`src/rtl/dmem_arb_pkg.sv`:
```
//------------------------------------------------------------------------------
// Module  : dmem_arb_pkg
// Brief   : Shared types and default widths for the data-memory port arbiter.
// Revision: 1.0 - initial release
//------------------------------------------------------------------------------
`default_nettype none

package dmem_arb_pkg;

  localparam int c_addr_w_default     = 32;
  localparam int c_data_w_default     = 32;
  localparam int c_starve_max_default = 4;

  typedef enum logic [1:0] {
    IDLE   = 2'd0,
    P_BUSY = 2'd1,
    S_BUSY = 2'd2
  } state_t;

endpackage

`default_nettype wire

```
`src/rtl/dmem_arb_req_latch.sv`:
```
//------------------------------------------------------------------------------
// Module  : dmem_arb_req_latch
// Brief   : Grant-time capture of we/addr/wdata from the selected requester.
// Revision: 1.0 - initial release
//------------------------------------------------------------------------------
`default_nettype none

module dmem_arb_req_latch
  import dmem_arb_pkg::*;
#(
  parameter int ADDR_W = c_addr_w_default,
  parameter int DATA_W = c_data_w_default
) (
  input  logic              CLK,
  input  logic              RESET,
  input  logic              load,
  input  logic              sel,
  input  logic              p_we,
  input  logic [ADDR_W-1:0] p_addr,
  input  logic [DATA_W-1:0] p_wdata,
  input  logic              s_we,
  input  logic [ADDR_W-1:0] s_addr,
  input  logic [DATA_W-1:0] s_wdata,
  output logic              we,
  output logic [ADDR_W-1:0] addr,
  output logic [DATA_W-1:0] wdata
);

  logic              r_we;
  logic [ADDR_W-1:0] r_addr;
  logic [DATA_W-1:0] r_wdata;

  // sel=1 picks the secondary requester
  always_ff @(posedge CLK or posedge RESET) begin
    if (RESET) begin
      r_we    <= 1'b0;
      r_addr  <= '0;
      r_wdata <= '0;
    end else if (load) begin
      r_we    <= sel ? s_we    : p_we;
      r_addr  <= sel ? s_addr  : p_addr;
      r_wdata <= sel ? s_wdata : p_wdata;
    end
  end

  assign we    = r_we;
  assign addr  = r_addr;
  assign wdata = r_wdata;

endmodule

`default_nettype wire

```
`src/rtl/dmem_port_arbiter.sv`:
```
//------------------------------------------------------------------------------
// Module  : dmem_port_arbiter
// Brief   : Shares the data-memory port between the MEM stage and a secondary
//           requester; optional fairness enabled by DMEM_ARB_FAIR_EN.
// Revision: 1.0 - initial release
//------------------------------------------------------------------------------
`default_nettype none

module dmem_port_arbiter
  import dmem_arb_pkg::*;
#(
  parameter int ADDR_W     = c_addr_w_default,
  parameter int DATA_W     = c_data_w_default,
  parameter int STARVE_MAX = c_starve_max_default
) (
  input  logic              CLK,
  input  logic              RESET,
  input  logic              p_req,
  input  logic              p_we,
  input  logic [ADDR_W-1:0] p_addr,
  input  logic [DATA_W-1:0] p_wdata,
  output logic [DATA_W-1:0] p_rdata,
  output logic              p_freeze,
  input  logic              s_req,
  input  logic              s_we,
  input  logic [ADDR_W-1:0] s_addr,
  input  logic [DATA_W-1:0] s_wdata,
  output logic              s_gnt,
  output logic              s_done,
  output logic [DATA_W-1:0] s_rdata,
  output logic              m_req,
  output logic              m_we,
  output logic [ADDR_W-1:0] m_addr,
  output logic [DATA_W-1:0] m_wdata,
  input  logic              m_ack,
  input  logic [DATA_W-1:0] m_rdata
);

  state_t            r_state;
  state_t            w_state_nxt;
  logic              w_grant_p;
  logic              w_grant_s;
  logic              w_force_s;
  logic              w_s_ack;
  logic              r_m_req;
  logic              r_s_gnt;
  logic              r_s_done;
  logic [DATA_W-1:0] r_s_rdata;

`ifdef DMEM_ARB_FAIR_EN
  localparam int                 c_cnt_w      = $clog2(STARVE_MAX + 1);
  localparam logic [c_cnt_w-1:0] c_starve_max = c_cnt_w'(STARVE_MAX);

  logic [c_cnt_w-1:0] r_starve;

  // Counts primary wins over a waiting secondary; saturates at the limit
  always_ff @(posedge CLK or posedge RESET) begin
    if (RESET) begin
      r_starve <= '0;
    end else if (w_grant_s) begin
      r_starve <= '0;
    end else if (w_grant_p && s_req && (r_starve != c_starve_max)) begin
      r_starve <= r_starve + 1'b1;
    end
  end

  assign w_force_s = s_req && (r_starve == c_starve_max);
`else
  wire w_unused_starve = (STARVE_MAX > 0);
  assign w_force_s = 1'b0;
`endif

  always_comb begin
    w_state_nxt = r_state;
    w_grant_p   = 1'b0;
    w_grant_s   = 1'b0;
    case (r_state)
      IDLE: begin
        if (p_req && !w_force_s) begin
          w_state_nxt = P_BUSY;
          w_grant_p   = 1'b1;
        end else if (s_req) begin
          w_state_nxt = S_BUSY;
          w_grant_s   = 1'b1;
        end
      end
      P_BUSY: if (m_ack) w_state_nxt = IDLE;
      S_BUSY: if (m_ack) w_state_nxt = IDLE;
      default: w_state_nxt = IDLE;
    endcase
  end

  assign w_s_ack = (r_state == S_BUSY) && m_ack;

  // Every grant leaves via IDLE, so m_req always drops for a bubble cycle
  always_ff @(posedge CLK or posedge RESET) begin
    if (RESET) begin
      r_state   <= IDLE;
      r_m_req   <= 1'b0;
      r_s_gnt   <= 1'b0;
      r_s_done  <= 1'b0;
      r_s_rdata <= '0;
    end else begin
      r_state  <= w_state_nxt;
      r_m_req  <= (w_state_nxt != IDLE);
      r_s_gnt  <= w_grant_s;
      r_s_done <= w_s_ack;
      if (w_s_ack) begin
        r_s_rdata <= m_rdata;
      end
    end
  end

  dmem_arb_req_latch #(
    .ADDR_W (ADDR_W),
    .DATA_W (DATA_W)
  ) u_req_latch (
    .CLK     (CLK),
    .RESET   (RESET),
    .load    (w_grant_p | w_grant_s),
    .sel     (w_grant_s),
    .p_we    (p_we),
    .p_addr  (p_addr),
    .p_wdata (p_wdata),
    .s_we    (s_we),
    .s_addr  (s_addr),
    .s_wdata (s_wdata),
    .we      (m_we),
    .addr    (m_addr),
    .wdata   (m_wdata)
  );

  // Freeze drops in the primary ack cycle so MEM/WB captures p_rdata
  assign p_freeze = !RESET && p_req && !((r_state == P_BUSY) && m_ack);
  assign p_rdata  = m_rdata;
  assign m_req    = r_m_req;
  assign s_gnt    = r_s_gnt;
  assign s_done   = r_s_done;
  assign s_rdata  = r_s_rdata;

endmodule

`default_nettype wire

```
`config.mk`:
```
export PLATFORM = sky130hd
export DESIGN_NAME = dmem_port_arbiter
export DESIGN_NICKNAME = d
export VERILOG_FILES = /design/src/rtl/dmem_arb_pkg.sv /design/src/rtl/dmem_arb_req_latch.sv /design/src/rtl/dmem_port_arbiter.sv
export SDC_FILE = /design/constraint.sdc
export NUM_CORES = 1
export LEC_CHECK = 0
export ABC_AREA = 1
export CAP_MARGIN = 40
export CORE_MARGIN = 3
export CORE_UTILIZATION = 33
export DETAILED_ROUTE_END_ITERATION = 8
export GPL_TIMING_DRIVEN = 0
export PLACE_DENSITY = 0.9
export SLEW_MARGIN = 20
export SYNTH_ARGS = -nofsm -noshare
export SYNTH_HDL_FRONTEND = slang
export SYNTH_SLANG_ARGS = --single-unit
```
`constraint.sdc`:
```
create_clock -name CLK -period 3.32 [get_ports CLK]
set_input_delay 0.664 -clock CLK [delete_from_list [all_inputs] [get_ports CLK]]
set_output_delay 0.664 -clock CLK [all_outputs]
set_load 0.02 [all_outputs]
```
==> After elaboration in Yosys (flattened, before gate mapping) <==
Cells that the tools add are included.
{ "word_totals": {"reg_bits": 102, "latchBits": 0, "ramBits": 0, "mem_bits_ro": 0, "input_bits": 167, "out_inout_bits": 133, "elab_cells": 32, "n_memories": 0} }
{ "classes": {"addsub": 0, "n_mul": 0, "div": 0, "order_cmp": 0, "n_eq_ne": 2, "shifts": 0, "muxes": 12, "bitwise_logic": 1, "reduce_logical": 9} }
{ "ops": {"columns": ["cell", "count"], "rows": [
  ["$mux 32", 2],
  ["$mux 1", 6],
  ["$mux 2", 3],
  ["$logic_and 1x1->1", 4],
  ["$pmux 2 s2", 1],
  ["$eq 2x1->1 const B", 1],
  ["$eq 2x2->1 const B", 1],
  ["$logic_not 1->1", 2],
  ["$logic_not 2->1", 1],
  ["$reduce_bool 2->1", 1],
  ["$reduce_or 2->1", 1],
  ["$or 1x1->1", 1]
]} }

==> Depth between registers and ports, before layout <==
Gate-level depths: netlist of the first run.
{ "logic_depth": {"word_depth": 4, "depth_mapped": 8, "mapped_depth_nobuf": 6} }

==> Cells and area by module <==
Synthesis of the first run repeated with hierarchy kept, for this count alone.
{ "hier_totals": {"cells_unflattened": 754, "area_unflattened_um2": 5368.9} }
{ "by_module_without_submodules": {"columns": ["mod", "n_inst", "cells_each", "area_per_inst_um2", "seq_area_each_um2"], "rows": [
  ["dmem_arb_req_latch", 1, 551, 3585.9, 1626.6],
  ["dmem_port_arbiter", 1, 203, 1783.0, 925.9]
]} }

==> Least setup slack after synthesis of the first run <==
No wires, ideal clock.
{ "synth_timing": {"path_type": "input port to output port", "start": "input port p_req", "end": "output port p_freeze", "arrival_time_ns": 1.228, "required_time_ns": 2.656, "path_slack_ns": 1.428, "cell_stages": 2, "path_buffers": 0, "path_cell_list": "inv_1 a211oi_1"} }
{ "synth_between": {"elab_chain_cells": 2} }
{ "synth_rtl": {"columns": ["element", "line_no", "source"], "rows": [
  ["start, declared", "dmem_port_arbiter.sv:18", "input logic p_req,"],
  ["$logic_and 1x1->1 (2 in series)", "dmem_port_arbiter.sv:134", "assign p_freeze = !RESET && p_req && !((r_state == P_BUSY) && m_ack);"],
  ["end, declared", "dmem_port_arbiter.sv:23", "output logic p_freeze,"]
]} }
Every way passes these cells.

==> Worst setup path in the final report of the first run <==
Same ends and word-level chain as after synthesis.

==> impl_metrics.env, run 1 <==
export IMPL_dpl_cell_count=1026
export IMPL_ctsHoldBuffers=0
export IMPL_result_of_the_run="finished clean"
export IMPL_crit_path_start="p_req"
export IMPL_min_delay_start="s_rdata[20]"
export IMPL_antenna_diode_count=0
export IMPL_routed_wirelength_um=15500
export IMPL_critPathLaunchType="primary input"
export IMPL_multi_input_comb_area_um2=1530
export IMPL_place_detailed_hpwl_um=12500
export IMPL_area_sequential_um2=2550
export IMPL_layout_commonest_cell="nand2_1"
export IMPL_setup_tns_ns=0
export IMPL_dr_wl_met3_um=1030
export IMPL_routedWlPerCell_um=14.9
export IMPL_power_ir_vdd_worst_v=0.000426
export IMPL_setup_violations_final=0
export IMPL_pin_count=300
export IMPL_globalRouteOverflowTotal=0
export IMPL_fillCellCount=1112
export IMPL_core_um2=13300
export IMPL_cts_resized=0
export IMPL_fin_cells=1041
export IMPL_routed_via_count=4721
export IMPL_antenna_violating_nets_post_route=0
export IMPL_place_congestion=0.818
export IMPL_endpoint="p_freeze"
export IMPL_synth_nets=719
export IMPL_drt_vias_per_instance=4.54
export IMPL_grt_setup_unrepaired="no"
export IMPL_track_usage=0.195
export IMPL_postSynthAreaPerCell_um2=8.27
export IMPL_ys_seq_area_frac=0.564
export IMPL_synth_cell_type_count=11
export IMPL_floorplan_rows=42
export IMPL_final_max_slew_violation_count=0
export IMPL_syn_cell_area_um2=4530
export IMPL_r2r_slack_ns=1.69
export IMPL_cts_sink_count=102
export IMPL_most_used_cells_in_the_layout_excluding_fill_and_tap_cells="300 x nand2_1, 299 x clkdlybuf4s50_1, 102 x dfrtp_1, 69 x nand3_1, 43 x buf_4"
export IMPL_drc=0
export IMPL_critical_path_class="in -> out"
export IMPL_layout_min_cycle_time_ns=2.83
export IMPL_dr_wl_met2_um=8330
export IMPL_start_util=0.339
export IMPL_clock_root_buffer="clkbuf_16"
export IMPL_grt_first_pass_wirelength_um=23100
export IMPL_tritoncts="built"
export IMPL_floorplan_die_area_um2=15200
export IMPL_place_worst_setup_slack_ns=0.489
export IMPL_routedLengthMet1_um=5900
export IMPL_cts_inserted_buffers=9
export IMPL_cp_slowest_stage_delay_ns=0.69
export IMPL_num_nets_final=1032
export IMPL_cpMaxStageDelayCell="clkdlybuf4s50_1"
export IMPL_timing_worst_slew_pin_value_ns=0.471
export IMPL_numPortBuffers=299
export IMPL_power_leakage_nw=3.83
export IMPL_grt_max_degree=35
export IMPL_insertion_delay_ns=0.34
export IMPL_cp_num_buf_inv=3
export IMPL_max_clock_path_buffers=2
export IMPL_worst_endpoint_arrival_ns=2.16
export IMPL_power_per_cell_area_nw_per_um2=830
export IMPL_area_growth_synth_to_final_pct=80.0
export IMPL_top_signal_layer_used="met4"
export IMPL_crit_cells=4
export IMPL_worstReg2RegEnd="u_req_latch.we"
export IMPL_layout_worst_path_cycle_share=0.852
export IMPL_critPathRequiredTime_ns=2.66
export IMPL_worstPathMaxFanout=3
export IMPL_drt_iter0_markers=291
export IMPL_number_of_global_route_vias_before_repair=4681
export IMPL_die_width_um=123
export IMPL_cpMostUsedCell="clkdlybuf4s50_1"
export IMPL_drt_first_pass_iters=4
export IMPL_hp_class="reg -> reg"
export IMPL_number_of_h_tree_levels=3
export IMPL_worstReg2RegStart="r_state[0]"
export IMPL_clkSlewWorstSetupHoldPaths_ns=0.07
export IMPL_postCtsSetupRepairBufs=0
export IMPL_number_of_warning_messages_in_the_yosys_log=0
export IMPL_post_route_cells_drive_above_1_share=0.0867
export IMPL_final_hold_viol_count=0
export IMPL_fin_skew_ns=0.00430
export IMPL_synthCells=548
export IMPL_max_frequency_ghz=0.354
export IMPL_path_delay_family="buffers and inverters"
export IMPL_critPathCaptureType="primary output"
export IMPL_relSlewSlack=0.685
export IMPL_cap_violations=0
export IMPL_grt_antenna_before_repair=0
export IMPL_die_h_um=123
export IMPL_synth_ff_latch_count=102
export IMPL_post_route_worst_setup_slack_ns=0.492
export IMPL_reg2reg_depth=8
export IMPL_crit_chain="clkdlybuf4s50_1 > inv_1 > a211oi_1 > clkdlybuf4s50_1"
## worst min path at each step
stage | endpoint | slack [ns] | cells after the start
3_5_place_dp | s_rdata[22] | 0.46 | 2
4_1_cts | s_rdata[22] | 0.48 | 2
6_report | s_rdata[20] | 0.48 | 2
5_1_grt | s_rdata[24] | 0.50 | 2
3_3_place_gp | s_rdata[28] | 0.46 | 2
2_1_floorplan | s_rdata[29] | 0.59 | 2
## logic make-up (layout without fill, tap and decap cells)
group	count (synthesis)	count (layout)	share of synthesized area
flip-flops	102	102	0.564
adder cells (fa/ha/maj)	4	4	0.0111
AND/OR/NAND/NOR	369	369	0.325
buffers and inverters	71	388	0.0978
AO/OA/AOI/OAI	2	2	0.00276
## routing by layer
metal  up-vias  global-route usage
met4         0              0.0630
met3        22              0.0522
met2       183               0.354
li1       2289                   -
met5         -                   0
met1      2227               0.223
## sequential cells by signal, summed over array words and instances, names as in the netlist
register           count
s_gnt                  1
s_done                 1
m_req                  1
r_state                2
s_rdata               32
u_req_latch.addr      32
u_req_latch.wdata     32
u_req_latch.we         1
## worst reg2reg max path, delay by kind of cell (launching register included)
| kind | cells | cell delay, ns |
|---|---|---|
| buffers and inverters | 4 | 0.62 |
| DFF | 1 | 0.40 |
| and+or+nand+nor | 3 | 0.31 |
| adders and majority gates | 1 | 0.24 |
## per-stage QoR
step / instance area [µm²] / hold slack, ns / total power (W) / util
finish: 8150 / 0.481 / 0.00677 / 0.611
global route: 8150 / 0.496 / 0.00716 / 0.611
CTS: 8150 / 0.482 / 0.00683 / 0.611
detailed placement: 7810 / 0.464 / 0.00562 / 0.585
global placement: 7750 / 0.461 / 0.00551 / 0.580
floorplan: 4530 / 0.590 / 0.00382 / -
## synth_stat cells
library cell  instances  area share
ha_1                  4       0.011
buf_2                12       0.013
o21ai_1               1      0.0011
nand3_1              69       0.076
buf_4                43       0.071
inv_1                10      0.0083
a211oi_1              1      0.0017
clkbuf_1              4      0.0033
dfrtp_1             102        0.56
nand2_1             300        0.25
inv_2                 2      0.0017
## final cells by class
class	instances	area share
clock inverters	4	0.0117
inverters	12	0.00599
flip-flops and latches	102	0.313
plain buffers	59	0.0488
multi-input cells	375	0.188
repair buffers	302	0.375
clock buffers	11	0.0298
well taps	176	0.0270
## where the power goes
group	leakage (nW)	internal, W	switching (W)
sequential	1.27	0.00182	0.000303
combinational	2.40	0.00160	0.00184
clock	0.166	0.000753	0.000444
total	3.83	0.00418	0.00259
Power figures use the tool's default switching activity.
==> run 2, diff against run 1 <==
--- a/config.mk
+++ b/config.mk
@@ -8,11 +8,14 @@
 export ABC_AREA = 1
 export CAP_MARGIN = 40
 export CORE_MARGIN = 3
-export CORE_UTILIZATION = 33
+export CORE_UTILIZATION = 35
+export CTS_CLUSTER_DIAMETER = 80
 export DETAILED_ROUTE_END_ITERATION = 8
 export GPL_TIMING_DRIVEN = 0
-export PLACE_DENSITY = 0.9
+export PLACE_DENSITY = 0.89
+export SKIP_LAST_GASP = 1
 export SLEW_MARGIN = 20
 export SYNTH_ARGS = -nofsm -noshare
 export SYNTH_HDL_FRONTEND = slang
+export SYNTH_HIERARCHICAL = 1
 export SYNTH_SLANG_ARGS = --single-unit
==> run 2 against run 1 <==
Clock power is 16% lower; combinational power is 6.7% higher; highest routed layer unchanged; largest power group unchanged; first-iteration DRC count is 36% lower; sequential share of layout area is 2.7 points lower; area after synthesis is 19% higher; total power is 0.98% higher; non-clock buffer count is 5 higher; global-route usage is 0.34 points higher; sequential power hardly changed; flip-flop and latch count stayed put.
==> impl_metrics.env, run 2 <==
export IMPL_post_route_cells_drive_above_1_share=0.0860
export IMPL_critPathCaptureType="primary output"
export IMPL_setup_violations_final=0
export IMPL_hp_class="reg -> reg"
export IMPL_synthCells=754
export IMPL_critPathLaunchType="primary input"
export IMPL_area_growth_synth_to_final_pct=65.9
export IMPL_final_max_slew_violation_count=0
export IMPL_num_nets_final=1237
export IMPL_layout_worst_path_cycle_share=0.832
export IMPL_drt_first_pass_iters=4
export IMPL_power_net_switching_w=0.00276
export IMPL_critPathRequiredTime_ns=2.66
export IMPL_cell_area_after_placement_um2=8620
export IMPL_cpMaxStageDelayCell="clkdlybuf4s50_1"
export IMPL_total_power_w=0.00684
export IMPL_multi_input_comb_area_um2=1820
export IMPL_timing_worst_slew_pin_value_ns=0.743
export IMPL_grt_met1_usage=0.221
export IMPL_crit_chain="clkdlybuf4s50_1 > a211oi_1 > clkdlybuf4s50_1"
export IMPL_floorplan_rows=44
export IMPL_yosys_top_cells_count="356 x nand2_1, 142 x inv_1, 102 x dfrtp_1"
export IMPL_design_area_um2=8910
export IMPL_tritoncts="built"
export IMPL_synth_main_ff_cell="dfrtp_1"
export IMPL_layer_with_the_highest_usage_after_global_routing="met2"
export IMPL_synth_nets=926
export IMPL_fillCellCount=1237
export IMPL_reg2reg_depth=9
export IMPL_core_um2=14800
export IMPL_pin_count=300
export IMPL_max_clock_path_buffers=2
export IMPL_netlist_top_cell_by_area="dfrtp_1"
export IMPL_cp_num_buf_inv=2
export IMPL_power_per_cell_area_nw_per_um2=768
export IMPL_synthMostInstantiatedCell="nand2_1"
export IMPL_power_ir_vdd_worst_v=0.000449
export IMPL_result_of_the_run="finished clean"
export IMPL_drt_iter0_markers=186
export IMPL_number_of_global_route_vias_before_repair=5270
export IMPL_fin_skew_ns=0.00859
export IMPL_grt_first_pass_wirelength_um=26300
export IMPL_worst_endpoint_arrival_ns=2.10
export IMPL_area_sequential_um2=2550
export IMPL_syn_cell_area_um2=5370
export IMPL_antenna_violating_nets_post_route=0
export IMPL_synth_edff_count=0
export IMPL_place_congestion=0.837
export IMPL_postCtsSetupRepairBufs=0
export IMPL_cp_slowest_stage_delay_ns=0.67
export IMPL_power_frac_comb=0.538
export IMPL_globalRouteOverflowTotal=0
export IMPL_layout_commonest_cell="nand2_1"
export IMPL_floorplan_die_area_um2=16900
export IMPL_cts_sink_count=102
export IMPL_min_delay_start="u_req_latch/addr[17]"
export IMPL_numPortBuffers=299
export IMPL_grt_use_met2=0.355
export IMPL_cap_violations=0
export IMPL_insertion_delay_ns=0.34
export IMPL_clock_root_buffer="clkbuf_16"
export IMPL_final_hold_viol_count=0
export IMPL_use_met3=0.0712
export IMPL_drt_vias_per_instance=4.38
export IMPL_relSlewSlack=0.504
export IMPL_number_of_h_tree_levels=3
export IMPL_path_delay_family="buffers and inverters"
export IMPL_power_leakage_nw=4.80
export IMPL_worstPathMaxFanout=3
export IMPL_routed_wirelength_um=17700
export IMPL_worst_hold_path_num_cells=2
export IMPL_synth_cell_type_count=16
export IMPL_most_used_cells_in_the_layout_excluding_fill_and_tap_cells="356 x nand2_1, 299 x clkdlybuf4s50_1, 140 x inv_1, 102 x dfrtp_1, 67 x nand3_1"
export IMPL_internal_power_w=0.00407
export IMPL_synth_ff_latch_count=102
export IMPL_die_width_um=130
export IMPL_die_h_um=130
export IMPL_start_util=0.364
export IMPL_routedWlPerCell_um=14.1
export IMPL_async_flop_share=1.00
export IMPL_track_usage=0.199
export IMPL_grt_setup_unrepaired="no"
export IMPL_cts_inserted_buffers=9
export IMPL_worstReg2RegStart="r_state[1]"
export IMPL_yosys_area_top_type_share=0.475
export IMPL_drc=0
export IMPL_crit_cells=3
export IMPL_cpMostUsedCell="clkdlybuf4s50_1"
export IMPL_layout_min_cycle_time_ns=2.76
export IMPL_crit_path_start="RESET"
export IMPL_max_frequency_ghz=0.362
export IMPL_grt_antenna_before_repair=0
export IMPL_synth_top_cells_by_area="dfrtp_1 48%, nand2_1 25%, inv_1 9.9%"
export IMPL_routed_via_count=5497
export IMPL_antenna_diode_count=0
export IMPL_ctsHoldBuffers=0
export IMPL_critical_path_class="in -> out"
export IMPL_switching_fraction_of_total_power=0.404
export IMPL_power_clock_fraction=0.148
export IMPL_clkSlewWorstSetupHoldPaths_ns=0.06
export IMPL_power_frac_seq=0.314
export IMPL_postSynthAreaPerCell_um2=7.12
export IMPL_place_detailed_hpwl_um=14100
export IMPL_number_of_warning_messages_in_the_yosys_log=6
export IMPL_grt_max_degree=51
export IMPL_ys_seq_area_frac=0.475
export IMPL_cts_resized=0
-- run 2: cell types whose count changed after synthesis, moves of 2 or more --
cell	delta
buf_2	+10
inv_1	+132
buf_6	+3
buf_4	-5
clkbuf_1	-2
nand2_2	+10
nor2_1	+2
nand3_1	-2
nand2_1	+56
-- run 2: worst reg2reg max path, stage by stage (launching register included) --
cell     delay [ns]
dfrtp_1        0.40
inv_1          0.13
ha_1           0.18
nand3_1        0.14
inv_1          0.18
buf_4          0.23
buf_4          0.20
nand2_1        0.07
nand3_1        0.11
nand2_1        0.07
-- run 2: cell families (layout without fill, tap and decap cells) --
family | after synthesis | after routing | share of synthesized area
AOI/OAI and AO/OA | 2 | 2 | 0.00233
DFF | 102 | 102 | 0.475
adders and majority gates | 5 | 5 | 0.0117
buffers and inverters | 210 | 526 | 0.186
and+or+nand+nor | 435 | 435 | 0.324
-- run 2: cell type report --
class | count | share of cell area
buffer | 66 | 0.0513
clock buffer | 12 | 0.0266
clock inverter | 4 | 0.00534
inverter | 144 | 0.0613
multi-input combinational | 442 | 0.204
sequential | 102 | 0.287
tap | 184 | 0.0258
timing repair buffer | 300 | 0.339
-- run 2: per-stage QoR --
stage	utilization	instances	setup WS, ns	setup TNS, ns	hold slack, ns
6_report	0.604	1254	0.559	0	0.478
5_1_grt	0.604	1254	0.464	0	0.488
4_1_cts	0.604	1254	0.548	0	0.481
3_5_place_dp	0.584	1238	0.554	0	0.465
3_3_place_gp	0.582	1237	-0.246	-15.43	0.461
2_1_floorplan	-	754	1.03	0	0.588
-- run 2: power groups by stage --
stage | registers (W) | logic (W) | clock network [W]
finish | 0.00215 | 0.00368 | 0.00101
global placement | 0.00214 | 0.00362 | 0
detailed placement | 0.00216 | 0.00370 | 0
floorplan | 0.00285 | 0.00115 | 0
CTS | 0.00215 | 0.00371 | 0.00104
global route | 0.00222 | 0.00397 | 0.00110
-- run 2: final timing paths --
kind / to / slack, ns
worst max-delay path: p_freeze / 0.56
worst min-delay path: u_req_latch/addr[17] / 0.48
worst max register to register: u_req_latch/addr[8] / 1.50
worst min register to register: u_req_latch/addr[17] / 0.48
max in group asynchronous: s_rdata[12] / 1.92
min in group asynchronous: u_req_latch/wdata[16] / 0.73
-- run 2: per-layer routing --
| metal | up-vias | wire (µm) |
|---|---|---|
| met5 | - | 0 |
| met4 | 0 | 314 |
| met3 | 24 | 1860 |
| met2 | 250 | 8770 |
| met1 | 2444 | 6730 |
| li1 | 2779 | - |
